===== src/rtl/if_bus_master.sv =====
// ============================================================================
// Module   : if_bus_master
// Brief    : Instruction-fetch bus initiator (req / grant / strobe / ready).
//            Optional macro FETCH_BUFFER_EN adds a held-result STALL state.
// Revision : 1.0  initial release
// ============================================================================
`default_nettype none

module if_bus_master (
   input  logic        clk,
   input  logic        reset,
   input  logic        req_en,
   input  logic [29:0] addr,
   input  logic        stall,
   input  logic        flush,
   output logic [31:0] rd_data,
   output logic        busy,
   output logic        bus_req,
   input  logic        bus_grnt,
   output logic [29:0] bus_addr,
   output logic        bus_as,
   output logic        bus_rw,
   input  logic [31:0] bus_rd_data,
   input  logic        bus_rdy
);

   typedef enum logic [1:0] {
      S_IDLE   = 2'd0,
      S_REQ    = 2'd1,
      S_ACCESS = 2'd2,
      S_STALL  = 2'd3
   } state_t;

   localparam logic [31:0] C_NOP = 32'h0000_0000;

   state_t      r_state;
   logic        r_bus_req;
   logic [29:0] r_bus_addr;
   logic        r_flush_pend;
   logic [31:0] w_rd_data;
   logic        w_busy;

`ifdef FETCH_BUFFER_EN
   logic [31:0] r_rd_buf;
`else
   logic        w_unused_stall;
   assign w_unused_stall = stall;
`endif

   assign bus_req  = r_bus_req;
   assign bus_addr = r_bus_addr;
   assign bus_rw   = 1'b1;
   // Strobe marks the grant cycle itself; a same-cycle flush suppresses it.
   assign bus_as   = (r_state == S_REQ) && bus_grnt && !flush;
   assign rd_data  = w_rd_data;
   assign busy     = w_busy;

   always_comb begin
      w_busy    = 1'b0;
      w_rd_data = C_NOP;
      case (r_state)
         S_IDLE: begin
            w_busy = req_en && !flush;
         end
         S_REQ: begin
            w_busy = 1'b1;
         end
         S_ACCESS: begin
            w_busy = !bus_rdy;
            if (bus_rdy && !(r_flush_pend || flush))
               w_rd_data = bus_rd_data;
         end
`ifdef FETCH_BUFFER_EN
         S_STALL: begin
            w_rd_data = r_rd_buf;
         end
`endif
         default: begin
            w_busy    = 1'b0;
            w_rd_data = C_NOP;
         end
      endcase
   end

   always_ff @(posedge clk) begin
      if (reset) begin
         r_state      <= S_IDLE;
         r_bus_req    <= 1'b0;
         r_bus_addr   <= 30'h0;
         r_flush_pend <= 1'b0;
`ifdef FETCH_BUFFER_EN
         r_rd_buf     <= C_NOP;
`endif
      end else begin
         case (r_state)
            S_IDLE: begin
               if (req_en && !flush) begin
                  r_bus_addr <= addr;
                  r_bus_req  <= 1'b1;
                  r_state    <= S_REQ;
               end
            end
            S_REQ: begin
               if (flush) begin
                  r_bus_req <= 1'b0;
                  r_state   <= S_IDLE;
               end else if (bus_grnt) begin
                  r_state   <= S_ACCESS;
               end
            end
            S_ACCESS: begin
               // The bus cycle always runs to completion; flush only masks data.
               if (bus_rdy) begin
                  r_bus_req    <= 1'b0;
                  r_flush_pend <= 1'b0;
`ifdef FETCH_BUFFER_EN
                  // Hold what the pipeline saw, so a flushed word stays NOP.
                  r_rd_buf     <= w_rd_data;
                  r_state      <= stall ? S_STALL : S_IDLE;
`else
                  r_state      <= S_IDLE;
`endif
               end else if (flush) begin
                  r_flush_pend <= 1'b1;
               end
            end
`ifdef FETCH_BUFFER_EN
            S_STALL: begin
               if (flush) begin
                  r_rd_buf <= C_NOP;
                  r_state  <= S_IDLE;
               end else if (!stall) begin
                  r_state  <= S_IDLE;
               end
            end
`endif
            default: begin
               r_bus_req <= 1'b0;
               r_state   <= S_IDLE;
            end
         endcase
      end
   end

endmodule

`default_nettype wire

===== config.mk =====
export PLATFORM = sky130hd
export DESIGN_NAME = if_bus_master
export DESIGN_NICKNAME = d
export VERILOG_FILES = /design/src/rtl/if_bus_master.sv
export SDC_FILE = /design/constraint.sdc
export NUM_CORES = 1
export LEC_CHECK = 0
export BUFFER_PORTS_ARGS = -buffer_cell sky130_fd_sc_hd__buf_2
export CAP_MARGIN = 30
export CORE_MARGIN = 3
export CORE_UTILIZATION = 25
export DETAILED_ROUTE_END_ITERATION = 16
export SYNTH_ARGS = -nofsm -noshare
export SYNTH_HDL_FRONTEND = slang
export SYNTH_SLANG_ARGS = --single-unit

===== constraint.sdc =====
create_clock -name clk -period 3.7 [get_ports clk]
set_input_delay 0.185 -clock clk [delete_from_list [all_inputs] [get_ports clk]]
set_output_delay 0.185 -clock clk [all_outputs]
set_load 0.02 [all_outputs]

# Yosys cells after proc, flatten, opt, wreduce, memory -nomap -nowiden

Cells that the tools add are included.

Register bits: 34
Input bits: 69
Output and inout bits: 66
Logic and storage cells: 38

Eq/ne operators: 6
Muxes and demuxes: 14
Reduce and logical (&&, ||, !) cells: 14

Operators by type and width:

| kind                                                | count |
|---|---|
| two-way mux 32 bit                                  | 2 |
| two-way mux 2 bit                                   | 4 |
| != test 2 bit, second input constant                | 3 |
| case mux 1 bit (3 select lines)                     | 2 |
| case mux 2 bit (3 select lines)                     | 1 |
| AND reduction 3 bit                                 | 2 |
| two-way mux 1 bit                                   | 5 |
| logical AND 1 bit                                   | 4 |
| AND reduction 2 bit                                 | 2 |
| zero test 1 bit                                     | 3 |
| != test 3 bit, second input constant                | 1 |
| equality test 2 x 1 -> 1 bit, second input constant | 1 |
| equality test 2 bit, second input constant          | 1 |
| zero test 2 bit                                     | 1 |
| nonzero test 2 bit                                  | 1 |
| logical OR 1 bit                                    | 1 |

# Depth between registers and ports, before layout

Depth in word-level cells: 5
Depth in mapped cells: 5
Depth with buffers taken out: 3

# Worst setup path after synthesis

Ideal clock, no wire load.

Path kind: register to output
From: register r_state[0]
To: output rd_data[0]
Data arrival time: 1.371 ns
Required time: 3.515 ns
Slack: 2.144 ns
Stages on the path, launching flop included: 6
Path buffers: 2
Cell sequence: dfxtp_1 -> buf_2 -> and2b_1 -> nor4b_4 -> clkbuf_2 -> and2_1

Word-level cells in the longest chain between the ends: 2

RTL lines:

| what                   | RTL line | RTL |
|---|---|---|
| start, declared        | 36       | `state_t r_state;` |
| start signal, assigned | 87       | `r_state <= S_IDLE;` |
| start signal, assigned | 100      | `r_state <= S_REQ;` |
| start signal, assigned | 106      | `r_state <= S_IDLE;` |
| equality test 2 bit    | 61       | `case (r_state)` |
| two-way mux 32 bit     | 61       |  |
| end, declared          | 16       | `output logic [31:0] rd_data,` |

Every way passes these cells.

# Worst setup path in the final report

From: register r_state[1]
To: output rd_data[15]

The elaborated chain is that of the path after synthesis.

==> key figures <==
CTS
  – CTS tree: yes
  – Clock buffer depth: 2
  – Cts bufs inserted: 5
  – Post-CTS setup buffer count: 0
  – Hold Buf Count CTS: 0
  – CTS root buffer: clkbuf_8
  – CTS H-tree depth: 2
  – Clock sink count: 34
  – Post-cts gate resize count: 0
  – Later-pin clock latency in the skew report: 0.27 ns
  – Clk slew on worst S/H paths: 0.06 ns

Yosys
  – Synth top area share: 45.91%
  – Post-synth top area cell: dfxtp_1
  – Post-synth EDFFs: 0
  – Netlist cell types: 22
  – Synthesized Nets: 263
  – Async SR Flop Fraction: 0%
  – Most common cell in the netlist: nand2_1
  – Post-synthesis sequential area ratio: 45.91%
  – Mapped cell area: 1483 um2
  – Synth Warn #: 0
  – Synthesized instance count: 194
  – Synth Flop Type: dfxtp_1
  – Seq cells post-synth: 34
  – Synth area leaders: dfxtp_1 (46%), nand2_1 (15%), and2_1 (14%)
  – Mean Syn Cell Area: 7.643 um2
  – Commonest cells in the synthesized netlist: nand2_1 (61), dfxtp_1 (34), a21oi_1 (32), and2_1 (32), buf_2 (7)

STA
  – Final hold violations: 0
  – Worst-Margin Slew: 0.9863 ns
  – RSZ-0062 raised after global routing: false
  – Max Fclk: 406.1 MHz
  – Worst slew margin: 33.97%
  – Fin. max-slew vios: 0
  – Layout Skew: 0.002284 ns
  – Finish-stage setup viols: 0
  – Min cycle time layout: 2.462 ns
  – TNS Setup: 0 ns
  – Fin crit share: 66.55%

Routing
  – First-pass DRT Iterations: 4
  – DR iter-0 viols: 51
  – Via density: 4.184
  – Detailed-route via count: 1640
  – Remaining DRCs: 0
  – WL final: 4.390 mm
  – Routed len/inst: 11.20 um
  – Routed Antenna Nets: 0

Worst setup path
  – Slowest CP cell: nor4b_4
  – WP data arrival: 2.28 ns
  – Cell-by-cell listing of the critical path: and2b_1 > nor4b_4 > and2_1 > buf_2
  – Crit Path Max Fanout: 32
  – CP startpoint kind: register
  – Critical path class: register to primary output
  – Kind of end point of the critical path: primary output
  – Worst path required time: 3.51 ns
  – Max incr delay on CP: 0.83 ns

Finish
  – # nets final: 389
  – Share of cells above drive strength 1: 44.69%
  – Fill cells: 612
  – N_diodes: 0
  – Register area: 680.7 um2
  – P&R area growth vs syn: 56.29%
  – Non-filler cells, final: 392
  – Multi-input gate area: 734.5 um2

Floorplan
  – Core ar.: 5608 um2
  – # IOs: 135
  – Die height: 83.01 um
  – Starting density of the core: 26.44%
  – Die ar.: 6891 um2
  – Die width: 83.01 um
  – Cell Rows: 27

Pwr
  – Net Sw Frac: 23.86%
  – Clock share of power: 39.4%
  – Pint: 654.7 uW
  – Logic pwr share: 14.9%
  – Static Leakage: 1.215 nW
  – Flop pwr share: 45.7%
  – PD cells: 371.1 nW/um2
  – Psw: 205.2 uW
  – Peak VDD IR: 233.0 uV

Place
  – Post-DP HPWL: 3.348 mm
  – Dpl cells: 385
  – RD Place Congestion: 0.8078
  – Port Buffers: 132

GRT
  – GRT Total Usage: 12.55%
  – Grt total ovfl: 0
  – Largest net degree at the start of global routing: 35
  – First-pass GRT wire length: 7.348 mm
  – Vias in the first global route: 1570
  – Initial antenna violation count: 0

Job
  – MaxCap Viol Count: 0

Worst hold path
  – Hold crit path type: input port to register

Status
  – Status: finished clean
==> layer usage <==
layer | vias up | track usage [%] | wire, um
met3 | 5 | 3.571 | 325
met2 | 66 | 21.57 | 2122
li1 | 868 | - | -
met4 | 0 | 3.418 | 31
met5 | - | 0 | 0
met1 | 701 | 15.25 | 1911
==> through the flow <==
| stage | hold WS (ns) | cell area, um2 | utilization (%) | power, mW | setup WS (ns) |
|---|---|---|---|---|---|
| 2_1_floorplan | 0.2630 | 1483 | - | 0.4662 | 2.144 |
| 3_3_place_gp | 0.4079 | 2177 | 38.82 | 0.5248 | 1.557 |
| 3_5_place_dp | 0.4110 | 2205 | 39.31 | 0.5311 | 1.512 |
| 4_1_cts | 0.1104 | 2317 | 41.32 | 0.8774 | 1.192 |
| 5_1_grt | 0.1200 | 2317 | 41.32 | 0.9061 | 0.9348 |
| 6_report | 0.1213 | 2317 | 41.32 | 0.8599 | 1.238 |
==> worst paths after layout <==
check	start	to	slack, ns	depth (start not counted)
max	r_state[1]	rd_data[15]	1.24	4
max reg2reg	r_state[0]	bus_addr[16]	1.92	4
min	bus_rdy	r_flush_pend	0.12	2
min reg2reg	bus_addr[13]	bus_addr[13]	0.45	2
==> logic make-up after synthesis <==
logic type | after synthesis | synth area share (%)
flops | 34 | 45.91
buf+inv | 16 | 5.147
simple gates | 105 | 35.19
other cells | 1 | 0.2529
compound gates | 38 | 13.50
==> final cells by class <==
| class | instances | share of cell area [%] |
|---|---|---|
| Clock buffer | 6 | 3.564 |
| Sequential cell | 34 | 29.37 |
| Timing Repair Buffer | 134 | 30.02 |
| Inverter | 1 | 0.1620 |
| Tap cell | 72 | 3.888 |
| Multi-Input combinational cell | 144 | 31.70 |
| Clock inverter | 1 | 1.296 |
==> worst max-delay path: cells and delay by family, from the launching register on <==
kind | cells | cell delay, ns
simple gates | 3 | 1.33
flops | 1 | 0.50
buf+inv | 1 | 0.17
==> registers in the layout (all words and copies together) (netlist names) <==
name and count:
r_state 2, bus_addr 30, r_flush_pend 1, bus_req 1
==> power by group through the flow <==
stage | clock network, mW | registers, mW | logic [mW]
floorplan | 0 | 0.420 | 0.0461
global placement | 0 | 0.400 | 0.125
detailed placement | 0 | 0.401 | 0.130
CTS | 0.354 | 0.393 | 0.130
global route | 0.367 | 0.395 | 0.144
finish | 0.339 | 0.393 | 0.128
==> placed cells by master, fill, tap and decap left out <==
cell type	netlist	final
buf_2	7	132
nand2_1	61	61
dfxtp_1	34	34
and2_1	32	32
a21oi_1	32	32
clkbuf_8	0	6
nor2_1	5	5
o21ai_0	3	3
nor4b_4	1	2
inv_1	1	1
and2b_1	1	1
nor2b_1	1	1
o2bb2ai_1	1	1
nor3_1	1	1
or4b_1	1	1
a32oi_1	1	1
a211oi_1	1	1
nor4_1	1	1
conb_1	1	1
bufinv_16	0	1
buf_16	0	1
buf_4	1	1
Power figures use the tool's default switching activity.
